===== src/rtl/fifo_arb_pkg.sv =====
// rtl/fifo_arb_pkg.sv - shared types and constants for the FIFO write arbiter
package fifo_arb_pkg;

  typedef enum logic {
    ARB   = 1'b0,
    WRITE = 1'b1
  } state_e;

  localparam int DATA_W_DEFAULT = 4;
  localparam int STALL_W        = 8;

endpackage


===== src/rtl/fifo_arb_drain_timer.sv =====
// rtl/fifo_arb_drain_timer.sv - paces FIFO reads: one read strobe every DRAIN_DIV cycles while draining
module fifo_arb_drain_timer #(
  parameter int DRAIN_DIV = 100_000_000
) (
  input  logic clk_i,
  input  logic rst_i,
  input  logic drain_en_i,
  input  logic empty_i,
  output logic r_o
);

  localparam int              CNT_W = $clog2(DRAIN_DIV);
  localparam logic [CNT_W-1:0] TERM = CNT_W'(DRAIN_DIV - 1);

  logic [CNT_W-1:0] cnt_q, cnt_d;
  logic             r_q, r_d;

  // Any pause (empty or disabled) restarts the interval from zero.
  always_comb begin
    cnt_d = '0;
    r_d   = 1'b0;
    if (drain_en_i && !empty_i) begin
      if (cnt_q == TERM) begin
        r_d = 1'b1;
      end else begin
        cnt_d = cnt_q + 1'b1;
      end
    end
  end

  always_ff @(posedge clk_i) begin
    if (rst_i) begin
      cnt_q <= '0;
      r_q   <= 1'b0;
    end else begin
      cnt_q <= cnt_d;
      r_q   <= r_d;
    end
  end

  assign r_o = r_q;

endmodule


===== src/rtl/fifo_arb.sv =====
// rtl/fifo_arb.sv - round-robin sharing of the FIFO write port plus paced drain reads
// Optional stall counter built when FIFO_ARB_STATS_EN is defined.
module fifo_arb
  import fifo_arb_pkg::*;
#(
  parameter int DATA_W    = DATA_W_DEFAULT,
  parameter int DRAIN_DIV = 100_000_000
) (
  input  logic               fifo_arb_port_clk,
  input  logic               fifo_arb_port_rst,
  input  logic               fifo_arb_port_req0,
  input  logic [DATA_W-1:0]  fifo_arb_port_data0,
  input  logic               fifo_arb_port_req1,
  input  logic [DATA_W-1:0]  fifo_arb_port_data1,
  output logic               fifo_arb_port_gnt0,
  output logic               fifo_arb_port_gnt1,
  input  logic               fifo_arb_port_full,
  input  logic               fifo_arb_port_empty,
  output logic               fifo_arb_port_w,
  output logic [DATA_W-1:0]  fifo_arb_port_wdata,
  input  logic               fifo_arb_port_drain_en,
  output logic               fifo_arb_port_r,
  output logic [STALL_W-1:0] fifo_arb_port_stall
);

  state_e            state_q, state_d;
  logic              ptr_q, ptr_d;
  logic              sel_q, sel_d;
  logic [DATA_W-1:0] wdata_q, wdata_d;
  logic              pick;

  always_comb begin
    state_d            = state_q;
    ptr_d              = ptr_q;
    sel_d              = sel_q;
    wdata_d            = wdata_q;
    pick               = 1'b0;
    fifo_arb_port_w    = 1'b0;
    fifo_arb_port_gnt0 = 1'b0;
    fifo_arb_port_gnt1 = 1'b0;
    case (state_q)
      ARB: begin
        if (!fifo_arb_port_full && (fifo_arb_port_req0 || fifo_arb_port_req1)) begin
          pick    = (fifo_arb_port_req0 && fifo_arb_port_req1) ? ptr_q : fifo_arb_port_req1;
          sel_d   = pick;
          wdata_d = pick ? fifo_arb_port_data1 : fifo_arb_port_data0;
          state_d = WRITE;
        end
      end
      WRITE: begin
        // A reset landing on the WRITE cycle suppresses the strobe and grant.
        fifo_arb_port_w    = ~fifo_arb_port_rst;
        fifo_arb_port_gnt0 = ~fifo_arb_port_rst & ~sel_q;
        fifo_arb_port_gnt1 = ~fifo_arb_port_rst & sel_q;
        ptr_d              = ~sel_q;
        state_d            = ARB;
      end
      default: state_d = ARB;
    endcase
  end

  always_ff @(posedge fifo_arb_port_clk) begin
    if (fifo_arb_port_rst) begin
      state_q <= ARB;
      ptr_q   <= 1'b0;
      sel_q   <= 1'b0;
      wdata_q <= '0;
    end else begin
      state_q <= state_d;
      ptr_q   <= ptr_d;
      sel_q   <= sel_d;
      wdata_q <= wdata_d;
    end
  end

  assign fifo_arb_port_wdata = wdata_q;

  fifo_arb_drain_timer #(
    .DRAIN_DIV(DRAIN_DIV)
  ) u_drain_timer (
    .clk_i      (fifo_arb_port_clk),
    .rst_i      (fifo_arb_port_rst),
    .drain_en_i (fifo_arb_port_drain_en),
    .empty_i    (fifo_arb_port_empty),
    .r_o        (fifo_arb_port_r)
  );

`ifdef FIFO_ARB_STATS_EN
  logic [STALL_W-1:0] stall_q;

  always_ff @(posedge fifo_arb_port_clk) begin
    if (fifo_arb_port_rst) begin
      stall_q <= '0;
    end else if (state_q == ARB && (fifo_arb_port_req0 || fifo_arb_port_req1) &&
                 fifo_arb_port_full && stall_q != '1) begin
      stall_q <= stall_q + 1'b1;
    end
  end

  assign fifo_arb_port_stall = stall_q;
`else
  assign fifo_arb_port_stall = '0;
`endif

endmodule

===== config.mk =====
export PLATFORM = sky130hd
export DESIGN_NAME = fifo_arb
export DESIGN_NICKNAME = d
export VERILOG_FILES = /design/src/rtl/fifo_arb_pkg.sv /design/src/rtl/fifo_arb_drain_timer.sv /design/src/rtl/fifo_arb.sv
export SDC_FILE = /design/constraint.sdc
export NUM_CORES = 1
export LEC_CHECK = 0
export ABC_AREA = 1
export BUFFER_PORTS_ARGS = -buffer_cell sky130_fd_sc_hd__buf_2
export CORE_ASPECT_RATIO = 0.75
export CORE_UTILIZATION = 49
export DETAILED_ROUTE_END_ITERATION = 10
export HOLD_SLACK_MARGIN = 0.15
export PLACE_DENSITY = 0.71
export SETUP_SLACK_MARGIN = 0.1
export SLEW_MARGIN = 30
export SYNTH_ARGS = -nofsm -noshare
export SYNTH_HDL_FRONTEND = slang
export SYNTH_HIERARCHICAL = 1
export SYNTH_SLANG_ARGS = --single-unit

===== constraint.sdc =====
create_clock -name fifo_arb_port_clk -period 1.54 [get_ports fifo_arb_port_clk]
set_input_delay 0.077 -clock fifo_arb_port_clk [delete_from_list [all_inputs] [get_ports fifo_arb_port_clk]]
set_output_delay 0.077 -clock fifo_arb_port_clk [all_outputs]
set_load 0.02 [all_outputs]

**After elaboration in Yosys (flattened, before gate mapping)**

Cells that the tools add are included.

- Flip-flop bits (word level): 35
- Input port bits: 15
- Output and inout bits: 16
- Logic and storage cells: 31

- Add/sub/neg operators: 1
- Equality and inequality tests: 1
- Mux-type cells: 8
- Bitwise logic cells: 6
- Reductions and logical operators: 9

Operators by type and width:

| operator | count |
|---|---|
| adder 27 x 1 -> 27 bit (second input constant) | 1 |
| == test 27 bit (second input constant) | 1 |
| two-way mux 1 bit | 6 |
| two-way mux 4 bit | 1 |
| NOT 1 bit | 4 |
| logical AND 1 bit | 3 |
| OR reduction 3 bit | 1 |
| AND 1 bit | 2 |
| logical NOT 1 bit | 2 |
| one-hot mux 1 bit (2 select lines) | 1 |
| AND reduction 2 bit | 1 |
| OR reduction 2 bit | 1 |
| logical OR 1 bit | 1 |

**Depth between registers and ports, before layout**

Gate-level depths: netlist (run 1).

- Depth after elaboration: 4
- Gate-level depth with buffers: 9
- Mapped depth without buffers: 9

**By module**

The synthesis (run 1) kept the hierarchy.

Modules (own cells, without submodules):

| module | instances | cells each | area an instance (µm²) | sequential area each (µm²) |
|---|---|---|---|---|
| fifo_arb_drain_timer | 1 | 228 | 1,488.9 | 560.5 |
| fifo_arb | 1 | 73 | 470.5 | 140.1 |

**Worst setup path after synthesis (run 1)**

OpenSTA, ideal clock, no wires.

- Path type: reg2reg
- From: register u_drain_timer.cnt_q[0]
- To: register u_drain_timer.cnt_q[11]
- Setup time: 115 ps
- Arrival time: 1,284 ps
- Data required time: 1,425 ps
- Slack: 141 ps
- Cell stages (with the launch flop): 10
- Path buffers: 1
- Clock period less this slack: 1,399 ps
- Cell sequence: dfxtp_1 ha_1 nand2_1 nor2_4 nand2_2 nor2_1 nand2_1 nand2_4 buf_6 nor2_1

- Word-level cells in the longest chain between the ends: 2
- Elaborated cells on any way between the ends: 3
- Classes of those cells: 1 x add/sub; 1 x eq/ne; 1 x reduce/logical

RTL lines:

| what | line | source |
|---|---|---|
| start, declared | fifo_arb_drain_timer.sv:15 | `logic [CNT_W-1:0] cnt_q, cnt_d;` |
| start signal, assigned | fifo_arb_drain_timer.sv:36 | `cnt_q <= cnt_d;` |
| parallel branches: the longest is 2 deep, another holds adder 27 x 1 -> 27 bit | -- |  |

Parallel ways; which one is timed is not known.
A chain may end at the register's enable or synchronous reset.

**Worst setup path after layout (run 1)**

- From: register u_drain_timer.cnt_q[0]
- To: register u_drain_timer.cnt_q[24]

Same word-level chain as after synthesis.

==> summary.md, run 1 <==
| Metric | Value |
|---|---|
| Status | finished clean |
| Largest delay share family, worst path | simple AND/OR/NAND/NOR gates |
| Total gr overflow | 0 |
| Max Cap Viol | 0 |
| Syn Area/Cell | 6.510 sq um |
| CTS tree | yes |
| Worst slew margin | 0.1440 |
| CTS HTree Levels | 2 |
| Yosys warning total | 6 |
| Worst path slowest cell | dfxtp_4 |
| Syn Inst Count | 301 |
| Die ar. | 0.004259 sq mm |
| Effective utilization at floorplan | 0.5250 |
| Distinct cells, synth | 25 |
| DRT Pass-1 Iters | 4 |
| PwrDens | 728.5 mW/mm^2 |
| Clock Latency Late Sink | 0.30 ns |
| Clock net sink count | 35 |
| WS Path Type | reg2reg |
| Die W | 75.02 microns |
| Final min period | 1.390 ns |
| Critical path arrival | 1.62 ns |
| Endpoints failing hold | 0 |
| WL per Instance | 12.36 microns |
| Drt drc | 0 |
| Setup skew after layout | 0.003990 ns |
| Gpl congestion | 0.8657 |
| Buffers on Ports | 22 |
| Via count | 1,984 |
| Die Height | 56.77 microns |
| # fillers | 333 |
| Core Area | 0.003732 sq mm |
| Max-slew violations | 0 |
| Share of post-route cells with drive strength above 1 | 0.2232 |
| CP Max Fanout | 3 |
| Unrepaired setup endpoints after global routing | true |
| Total CTS buffers | 5 |
| Buf+Inv Stages, Crit Path | 1 |
| CTS root buf | clkbuf_8 |
| Vias per inst | 4.887 |
| CP max stage delay | 0.36 ns |
| Max IR drop VDD | 0.6034 mV |
| Cell area after synthesis | 0.001959 sq mm |
| Via count of the first global-routing pass | 1,579 |
| Area Growth Syn to Fin | 29.89% |
| Pin count of the biggest net entering global routing | 12 |
| Clock-pin slew on the worst setup and hold paths | 0.07 ns |
| Initial antenna violation count | 0 |
| Setup TNS | 0 ns |
| Io pins | 31 |
| Reg2reg setup slack | 0.15 ns |
| First-pass GRT wire length | 7838 microns |
| Fmax | 719.5 MHz |
| Final period util | 0.9025 |
| Critical Path RT | 1.77 ns |
| Cell mode on critical path | nand2_2 |
| Post-layout util | 0.6819 |
| Synthesized flop and latch total | 35 |
| FP Rows | 19 |
| Final wirelength | 5020 microns |
| Global Route Usage Sum | 0.2559 |
| Post-DP HPWL | 3229 microns |
| ANT nets after route | 0 |
| Worst slew pin tran | 1.277 ns |
| Diodes inserted | 0 |
| Clk buf depth | 2 |
| Final setup viols | 0 |
| Leak Pwr | 0.9103 nW |
| Worst-path cell chain | ha_4 -> nand2_2 -> nor2_4 -> nand2_2 -> buf_6 -> nor2_4 -> nand2_2 -> nand2_1 -> nand2_1 -> nor2_1 |
| Number of nets in the layout | 369 |
| CP startpoint kind | flop |
| CP endpoint kind | flop |
| DR iter-0 viols | 152 |
| HP Class | in2reg |
| Seq/Total Area, Yosys | 0.3576 |
==> worst reg2reg max path, delay by kind of cell (launching register included) <==
kind | cells | cell delay, ns
buffers and inverters | 1 | 0.14
DFF | 1 | 0.36
and+or+nand+nor | 8 | 0.68
adders and majority gates | 1 | 0.15
==> logic make-up (layout without fill, tap and decap cells) <==
logic type      Yosys count  after routing  share of synthesized area
buf+inv                  39             82                     0.1015
other cells               1              8                   0.001914
simple gates            196            199                     0.4278
xor+xnor                 12             12                    0.05364
compound gates           17             17                    0.05109
flops                    35             35                     0.3576
fa+ha+maj                 1              1                   0.006385
==> what timing repair did <==
action | CTS | global route
endpoints found under the hold margin | 6 | 0
hold buffers | 11 | 0
endpoints found under the setup margin | 27 | 29
setup buffers | 0 | 5
pin swaps | 1 | 6
cloned | 3 | 0
resized for setup | 8 | 26
==> flip-flops by register name, summed over array words and instances, names as in the netlist <==
signal               count
u_drain_timer/r_o        1
ptr_q                    1
state_q                  1
fifo_arb_port_wdata      4
u_drain_timer/cnt_q     27
sel_q                    1
==> per-layer routing <==
metal | track usage | wire length, microns
met5 | 0 | 0
met1 | 0.4064 | 2441
met3 | 0.06463 | 384
met2 | 0.3243 | 2136
met4 | 0.08086 | 57
==> stage by stage <==
stage               instance area, sq um  hold slack [ns]  total power, mW  instances  setup WS, ns
floorplan                           1986           0.1461            1.069        308        0.1415
global placement                    2127           0.2960            1.091        379        0.1083
detailed placement                  2127           0.2990            1.092        379       0.05042
CTS                                 2399           0.1576            1.856        401        0.1185
global route                        2545           0.2124            1.932        406       0.04661
finish                              2545           0.2044            1.854        406        0.1501
==> worst paths after layout <==
kind / from / to / depth (start not counted)
max reg2reg: u_drain_timer/cnt_q[0] / u_drain_timer/cnt_q[24] / 10
min reg2reg: u_drain_timer/cnt_q[26] / u_drain_timer/cnt_q[26] / 2
max: u_drain_timer/cnt_q[0] / u_drain_timer/cnt_q[24] / 10
min: fifo_arb_port_req1 / sel_q / 3
==> layout make-up <==
cell class / count / area, sq um / share of cell area
clock buffers: 8 / 100.1 / 0.03933
inverters: 28 / 105.1 / 0.04130
multi-input cells: 237 / 1242 / 0.4882
flip-flops and latches: 35 / 706.9 / 0.2778
well taps: 52 / 65.06 / 0.02557
repair buffers: 46 / 325.3 / 0.1278
==> cells in the final DEF (no fill, tap or decap), drive strengths merged, types with 8 or more instances in the layout <==
master and count:
clkbuf 8, nor2 80, nand3 19, dfxtp 35
inv 28, conb 8, nand2 91, dlygate4sd3 11
buf 35, a21oi 12
==> synthesized netlist by cell type, drive strengths merged <==
library cell   n  area, sq um
or2            2        12.52
a31o           1        8.760
nand3b         1        7.510
nor3           4        20.02
a21oi         12        60.06
o21bai         3        22.52
xnor2          7        61.31
and2           2        12.51
o21ai          1        8.760
nor2          80        342.8
inv           28        105.1
xor2           5        43.79
ha             1        12.51
conb           1        3.750
nand3         19        95.09
buf           11        93.84
nand2         88        347.8
dfxtp         35        700.7
==> report_power, final <==
| group | internal [mW] | switching [mW] |
|---|---|---|
| sequential | 0.919 | 0.00900 |
| clock | 0.408 | 0.327 |
| combinational | 0.0770 | 0.114 |
| total | 1.40 | 0.450 |
Note: power is estimated with default switching activity, not from simulation.
==> run 2, diff against run 1 <==
- SYNTH_HIERARCHICAL: 1 -> default
==> run 2 against run 1 <==
Compared with the run above: setup slack improved by 0.027 ns; via count fell by 4.2%; total power fell by 0.35%; hold slack improved by 0.0026 ns; fmax rose by 2.0%; sequential power barely moved; clock-buffer cell count did not move; global-route usage fell by 1.2 points; clock skew rose by 0.0040 ns; die area fell by 4.0%; critical endpoint is now u_drain_timer.cnt_q[26]; largest cell class unchanged.
==> summary.md, run 2 <==
| Metric | Value |
|---|---|
| Status | finished clean (unchanged) |
| Die W | 73.51 microns (was 75.02 microns) |
| ANT nets after route | 0 (unchanged) |
| Number of nets in the layout | 347 (was 369) |
| Most common cell in the netlist | nand2_1 (unchanged) |
| Final period util | 0.8852 (was 0.9025) |
| Min Hold Slack | 0.2069 ns (was 0.2044 ns) |
| Ys async rst share | 0 (unchanged) |
| DR iter-0 viols | 155 (was 152) |
| Max FFs per register | 27 (unchanged) |
| Clock Latency Late Sink | 0.30 ns (about the same) |
| Via count | 1,900 (was 1,984) |
| Largest delay share family, worst path | simple AND/OR/NAND/NOR gates (unchanged) |
| Endpoints failing hold | 0 (unchanged) |
| Syn Area/Cell | 6.688 sq um (was 6.510 sq um) |
| WL per Instance | 12.58 microns (was 12.36 microns) |
| Unrepaired setup endpoints after global routing | true (unchanged) |
| First-pass GRT wire length | 7507 microns (was 7838 microns) |
| Global Route Usage Sum | 0.2434 (was 0.2559) |
| Post-synth top area cell | dfxtp_1 (unchanged) |
| Critical path arrival | 1.56 ns (was 1.62 ns) |
| Internal Power | 1.400 mW (was 1.404 mW) |
| WS Path Type | reg2reg (unchanged) |
| Clock net sink count | 35 (unchanged) |
| Leak Pwr | 0.8776 nW (was 0.9103 nW) |
| Max-slew violations | 0 (unchanged) |
| Power Total | 1.847 mW (was 1.854 mW) |
| Power share of the clock group | 0.406 (was 0.396) |
| Drt drc | 0 (unchanged) |
| Critical Path RT | 1.74 ns (was 1.77 ns) |
| Post-synth top cells | 74 x nand2_1, 61 x nor2_1, 35 x dfxtp_1 (was 85 x nand2_1, 73 x nor2_1, 35 x dfxtp_1) |
| Max Cap Viol | 0 (unchanged) |
| CP startpoint kind | flop (unchanged) |
| CTS tree | yes (unchanged) |
| EDFF count, synth | 0 (unchanged) |
| Cell area after synthesis | 0.001879 sq mm (was 0.001959 sq mm) |
| Pin count of the biggest net entering global routing | 25 (was 12) |
| Fmax | 733.6 MHz (was 719.5 MHz) |
| Clk buf depth | 2 (unchanged) |
| CP endpoint kind | flop (unchanged) |
| Io pins | 31 (unchanged) |
| Sequential Power Share | 0.503 (was 0.501) |
| Synthesized flop and latch total | 35 (unchanged) |
| CTS HTree Levels | 2 (unchanged) |
| Synth Flop Type | dfxtp_1 (unchanged) |
| DRT Pass-1 Iters | 4 (unchanged) |
| Buffers on Ports | 22 (unchanged) |
| Seq/Total Area, Yosys | 0.3728 (was 0.3576) |
| Grt peak-use layer | met1 (unchanged) |
| Comb power frac | 0.091 (was 0.103) |
| Buf+Inv Stages, Crit Path | 0 (was 1) |
| Syn Inst Count | 281 (was 301) |
| GRT met2 Usage | 0.3342 (was 0.3243) |
| CP Max Fanout | 6 (was 3) |
| Diodes inserted | 0 (unchanged) |
| Effective utilization at floorplan | 0.5133 (was 0.5250) |
| Place WS | -0.009651 ns (was 0.05042 ns) |
| Final min period | 1.363 ns (was 1.390 ns) |
| Post-DP HPWL | 3042 microns (was 3229 microns) |
| Max IR drop VDD | 0.7469 mV (was 0.6034 mV) |
| Die ar. | 0.004090 sq mm (was 0.004259 sq mm) |
| Distinct cells, synth | 28 (was 25) |
| CTS root buf | clkbuf_8 (unchanged) |
| FP Rows | 19 (unchanged) |
| Share of post-route cells with drive strength above 1 | 0.2229 (was 0.2232) |
| CP max stage delay | 0.40 ns (was 0.36 ns) |
| Fin worst setup slack | 0.1769 ns (was 0.1501 ns) |
| Total gr overflow | 0 (unchanged) |
| NetSw | 0.4474 mW (was 0.4500 mW) |
| Top cells by area, synth | dfxtp_1 37%, nand2_1 15%, nor2_1 12% (was dfxtp_1 36%, nand2_1 16%, nor2_1 14%) |
| Worst-path cell chain | nand2_1 -> nor2_1 -> nand2_1 -> nor2_1 -> nand3_1 -> nand2_1 -> nor2_1 (was ha_4 -> nand2_2 -> nor2_4 -> nand2_2 -> buf_6 -> nor2_4 -> nand2_2 -> nand2_1 -> nand2_1 -> nor2_1) |
| Register with the most flip-flops | u_drain_timer.cnt_q (was u_drain_timer/cnt_q) |
| Clock-pin slew on the worst setup and hold paths | 0.07 ns (about the same) |
| Final setup viols | 0 (unchanged) |
| Most common cell after layout, fill and taps aside | nand2_1 (unchanged) |
| GRT met3 Usage | 0.06522 (was 0.06463) |
| Via count of the first global-routing pass | 1,631 (was 1,579) |
| Initial antenna violation count | 0 (unchanged) |
| HP Class | in2reg (unchanged) |
| Worst path slowest cell | dfxtp_2 (was dfxtp_4) |
| Sw frac | 0.2422 (was 0.2427) |
| Core Area | 0.003661 sq mm (was 0.003732 sq mm) |
| Gpl congestion | 0.8574 (was 0.8657) |
| Total CTS buffers | 5 (unchanged) |
| Vias per inst | 4.948 (was 4.887) |
| Grt met1 use | 0.3593 (was 0.4064) |
| Die Height | 55.64 microns (was 56.77 microns) |
| Final wirelength | 4829 microns (was 5020 microns) |
| Yosys warning total | 0 (was 6) |
| PwrDens | 765.8 mW/mm^2 (was 728.5 mW/mm^2) |
| Area Growth Syn to Fin | 28.36% (was 29.89%) |
| Worst slew margin | 0.6399 (was 0.1440) |
| Worst slew pin tran | 0.5372 ns (was 1.277 ns) |
| Setup skew after layout | 0.008028 ns (was 0.003990 ns) |
| Yosys top cell area share | 0.3728 (was 0.3576) |
| Commonest non-fill, non-tap cells in the layout | 74 x nand2_1, 57 x nor2_1, 27 x dfxtp_1 (was 80 x nand2_1, 66 x nor2_1, 32 x dfxtp_1) |
-- run 2: changes by cell type after synthesis, sizes merged, moves of 2 or more --
cell / before / now
a21oi: 12 / 10
a31oi: 0 / 4
inv: 28 / 24
nand2: 88 / 79
nand4: 0 / 2
nor2: 80 / 70
o21ai: 1 / 5
o21bai: 3 / 1
-- run 2: final timing paths --
kind / from / endpoint / slack (ns) / cells past startpoint
setup / recovery: u_drain_timer.cnt_q[17] / u_drain_timer.cnt_q[26] / 0.18 / 7
hold / removal: fifo_arb_port_req1 / sel_q / 0.21 / 3
setup reg to reg: u_drain_timer.cnt_q[17] / u_drain_timer.cnt_q[26] / 0.18 / 7
hold reg to reg: u_drain_timer.cnt_q[23] / u_drain_timer.cnt_q[23] / 0.48 / 2
-- run 2: area by class of cell --
class,instances,area (sq um)
fill,337,1249
multi-input combinational,221,1120
sequential,35,710.7
timing repair buffer,44,326.6
clock buffer,8,100.1
inverter,24,90.09
tap,52,65.06
-- run 2: metal layers --
layer | vias to the layer above | share of wire | routed length (microns)
li1 | 967 | - | -
met1 | 864 | 0.49 | 2350
met2 | 62 | 0.44 | 2114
met3 | 7 | 0.057 | 274
met4 | 0 | 0.019 | 90
met5 | - | 0 | 0
-- run 2: cells by family after synthesis --
group           synth area share
flops                     0.3728
simple gates              0.4148
buf+inv                  0.09188
other cells             0.001995
xor+xnor                 0.05126
fa+ha+maj               0.006657
compound gates           0.06059
-- run 2: per-stage QoR --
stage	utilization	setup TNS (ns)	std cells	instance area, sq um
floorplan	-	0	288	1906
global placement	0.5540	0	356	2028
detailed placement	0.5540	-0.01132	356	2028
CTS	0.6278	0	378	2298
global route	0.6589	0	384	2412
finish	0.6589	0	384	2412
-- run 2: power by group through the flow --
stage,clock network (mW),logic [mW],registers [mW]
after CTS,0.755,0.148,0.929
after global routing,0.794,0.183,0.931
after floorplan,0,0.0851,0.960
final,0.749,0.168,0.930
after global placement,0,0.118,0.949
after detailed placement,0,0.119,0.949
-- run 2: what timing repair did --
action | CTS | global route
buffers inserted | 0 | 4
gates resized for setup | 6 | 19
endpoints found under the hold margin | 11 | 0
pin swaps | 2 | 5
setup endpoints to repair | 24 | 28
cloned | 0 | 2
hold buffers | 14 | 0
-- run 2: tightest hold or removal path, cell delays in order --
cell and delay, ns:
buf_2 0.10, nand2_1 0.19, a21oi_1 0.10
==> run 3, diff against run 2 <==
- BUFFER_PORTS_ARGS: -buffer_cell sky130_fd_sc_hd__buf_2 -> default
- DONT_BUFFER_PORTS: default -> 1
- PLACE_DENSITY: 0.71 -> default
==> run 3 against run 2 <==
Compared with the run above: wire length decreased by 9.9%; register-to-register slack got worse by 0.02 ns; setup slack got worse by 0.022 ns; fmax decreased by 1.6%; non-clock buffer count decreased by 20; hold slack improved by 0.020 ns; global-route usage decreased by 2.1 points; combinational power decreased by 23%; critical path depth increased by 2; utilization decreased by 3.2 points; die area unchanged; clock-buffer cell count decreased by 2; critical path type unchanged; critical endpoint is now u_drain_timer.cnt_q[18]; largest cell class unchanged; largest power group unchanged.
==> summary.md, run 3 (synthesis gave the netlist of run 2 again) <==
| Metric | Value |
|---|---|
| Status | finished clean (unchanged) |
| WS Path Type | reg2reg (unchanged) |
| Largest delay share family, worst path | simple AND/OR/NAND/NOR gates (unchanged) |
| Place WS | 0.01770 ns (was -0.009651 ns) |
| Buffers on Ports | 0 (was 22) |
| Fin worst setup slack | 0.1548 ns (was 0.1769 ns) |
| Clk buf depth | 2 (unchanged) |
| CTS tree | yes (unchanged) |
| Leak Pwr | 0.7839 nW (was 0.8776 nW) |
| Endpoints failing hold | 0 (unchanged) |
| Sequential Power Share | 0.489 (was 0.503) |
| Io pins | 31 (unchanged) |
| WL per Instance | 12.02 microns (was 12.58 microns) |
| Final wirelength | 4350 microns (was 4829 microns) |
| ANT nets after route | 0 (unchanged) |
| Critical Path RT | 1.71 ns (was 1.74 ns) |
| # fillers | 359 (was 337) |
| Max FFs per register | 27 (unchanged) |
| Power share of the clock group | 0.444 (was 0.406) |
| Worst slew pin tran | 0.5491 ns (was 0.5372 ns) |
| Cell mode on critical path | nand2_4 |
| Crit. path cell count | 9 (was 7) |
| Critical path arrival | 1.56 ns (about the same) |
| End of the critical path | u_drain_timer.cnt_q[18] (was u_drain_timer.cnt_q[26]) |
| PwrDens | 838.1 mW/mm^2 (was 765.8 mW/mm^2) |
| Vias per inst | 4.804 (was 4.948) |
| CTS root buf | clkbuf_8 (unchanged) |
| Worst path slowest cell | dfxtp_4 (was dfxtp_2) |
| Area Growth Syn to Fin | 22.17% (was 28.36%) |
| Diodes inserted | 0 (unchanged) |
| DR iter-0 viols | 110 (was 155) |
| Die W | 73.51 microns (unchanged) |
| Unrepaired setup endpoints after global routing | true (unchanged) |
| Power Total | 1.924 mW (was 1.847 mW) |
| Die ar. | 0.004090 sq mm (unchanged) |
| CP Max Fanout | 6 (unchanged) |
| Comb power frac | 0.067 (was 0.091) |
| DRT Pass-1 Iters | 4 (unchanged) |
| Total gr overflow | 0 (unchanged) |
| Clock net sink count | 35 (unchanged) |
| First-pass GRT wire length | 6858 microns (was 7507 microns) |
| Pin count of the biggest net entering global routing | 25 (unchanged) |
| Max Cap Viol | 0 (unchanged) |
| Drt drc | 0 (unchanged) |
| Clock-pin slew on the worst setup and hold paths | 0.07 ns (about the same) |
| Worst slew margin | 0.6319 (was 0.6399) |
| Commonest non-fill, non-tap cells in the layout | 73 x nand2_1, 59 x nor2_1, 28 x dfxtp_1 (was 74 x nand2_1, 57 x nor2_1, 27 x dfxtp_1) |
| Reg2reg start | u_drain_timer.cnt_q[1] (was u_drain_timer.cnt_q[17]) |
| Setup skew after layout | 0.005035 ns (was 0.008028 ns) |
| CP max stage delay | 0.37 ns (was 0.40 ns) |
| Most common cell after layout, fill and taps aside | nand2_1 (unchanged) |
| CP startpoint | u_drain_timer.cnt_q[1] (was u_drain_timer.cnt_q[17]) |
| CP startpoint kind | flop (unchanged) |
| Worst r2r path cells | 9 (was 7) |
| CTS HTree Levels | 2 (unchanged) |
| Max IR drop VDD | 0.6255 mV (was 0.7469 mV) |
| Internal Power | 1.498 mW (was 1.400 mW) |
| Total CTS buffers | 5 (unchanged) |
| Setup TNS | 0 ns (unchanged) |
| CP endpoint kind | flop (unchanged) |
| FP Rows | 19 (unchanged) |
| HP Class | in2reg (unchanged) |
| Post-DP HPWL | 2943 microns (was 3042 microns) |
| Via count | 1,739 (was 1,900) |
| Buf+Inv Stages, Crit Path | 2 (was 0) |
| Sw frac | 0.2214 (was 0.2422) |
| Reg2reg setup slack | 0.15 ns (was 0.18 ns) |
| Via count of the first global-routing pass | 1,463 (was 1,631) |
| NetSw | 0.4260 mW (was 0.4474 mW) |
| Register with the most flip-flops | u_drain_timer.cnt_q (unchanged) |
| Gpl congestion | 0.8218 (was 0.8574) |
| Die Height | 55.64 microns (unchanged) |
| Endpoint of the worst register-to-register path | u_drain_timer.cnt_q[18] (was u_drain_timer.cnt_q[26]) |
| Clock Latency Late Sink | 0.29 ns (was 0.30 ns) |
| Global Route Usage Sum | 0.2226 (was 0.2434) |
| Number of nets in the layout | 325 (was 347) |
| Final min period | 1.385 ns (was 1.363 ns) |
| Final period util | 0.8995 (was 0.8852) |
| Effective utilization at floorplan | 0.5133 (unchanged) |
| Initial antenna violation count | 0 (unchanged) |
| Core Area | 0.003661 sq mm (unchanged) |
| Max-slew violations | 0 (unchanged) |
| Fmax | 721.9 MHz (was 733.6 MHz) |
| Share of post-route cells with drive strength above 1 | 0.1516 (was 0.2229) |
| Min Hold Slack | 0.2272 ns (was 0.2069 ns) |
| Final setup viols | 0 (unchanged) |
| Worst-path cell chain | ha_4 -> nand3_4 -> inv_2 -> nand2_4 -> nor2_4 -> nand2_4 -> buf_4 -> nand3_1 -> nor2_1 (was nand2_1 -> nor2_1 -> nand2_1 -> nor2_1 -> nand3_1 -> nand2_1 -> nor2_1) |
-- run 3: worst min-delay path by stage --
| stage | start | cells after the start | to | slack [ns] |
|---|---|---|---|---|
| after floorplan | fifo_arb_port_full | 1 | state_q | 0.16 |
| final | fifo_arb_port_req0 | 3 | fifo_arb_port_wdata[3] | 0.23 |
| after global placement | fifo_arb_port_full | 1 | state_q | 0.16 |
| after CTS | fifo_arb_port_req0 | 4 | fifo_arb_port_wdata[2] | 0.17 |
| after global routing | fifo_arb_port_req0 | 3 | sel_q | 0.27 |
| after detailed placement | fifo_arb_port_full | 1 | state_q | 0.16 |
-- run 3: repair_timing --
item                                    CTS  global route
hold buffers                             16             1
pin swaps                                 1             1
setup buffers                             0             2
endpoints found under the setup margin   27            30
gates resized for setup                   6            15
endpoints found under the hold margin    35             1
-- run 3: worst register-to-register path, delay by kind of cell, from the launching register on --
| family | cells | cell delay (ns) |
|---|---|---|
| adder cells (fa/ha/maj) | 1 | 0.15 |
| buffers and inverters | 2 | 0.23 |
| flip-flops | 1 | 0.37 |
| AND/OR/NAND/NOR | 6 | 0.53 |
-- run 3: power by group through the flow --
stage | registers [mW] | clock network [mW] | logic, mW
5_1_grt | 0.942 | 0.912 | 0.143
4_1_cts | 0.941 | 0.876 | 0.117
2_1_floorplan | 0.960 | 0 | 0.0851
6_report | 0.940 | 0.855 | 0.129
3_5_place_dp | 0.962 | 0 | 0.0797
3_3_place_gp | 0.961 | 0 | 0.0798
-- run 3: per-layer routing --
metal,routed length (microns),global-route usage
met1,2237,0.3494
met2,1808,0.2936
met3,266,0.05072
met4,36,0.07418
met5,0,0
-- run 3: stage by stage --
stage / area, sq um / std cells / util
floorplan: 1906 / 288 / -
global route: 2296 / 362 / 0.6271
global placement: 1926 / 335 / 0.5260
CTS: 2233 / 359 / 0.6100
detailed placement: 1926 / 335 / 0.5260
finish: 2296 / 362 / 0.6271
-- run 3: area by class of cell --
cell class,instances,area [sq um],area share
well taps,52,65.06,0.02834
repair buffers,24,222.7,0.09700
flip-flops and latches,35,711.9,0.3101
clock buffers,6,82.58,0.03597
multi-input cells,219,1089,0.4741
clock inverters,2,35.03,0.01526
inverters,24,90.09,0.03924
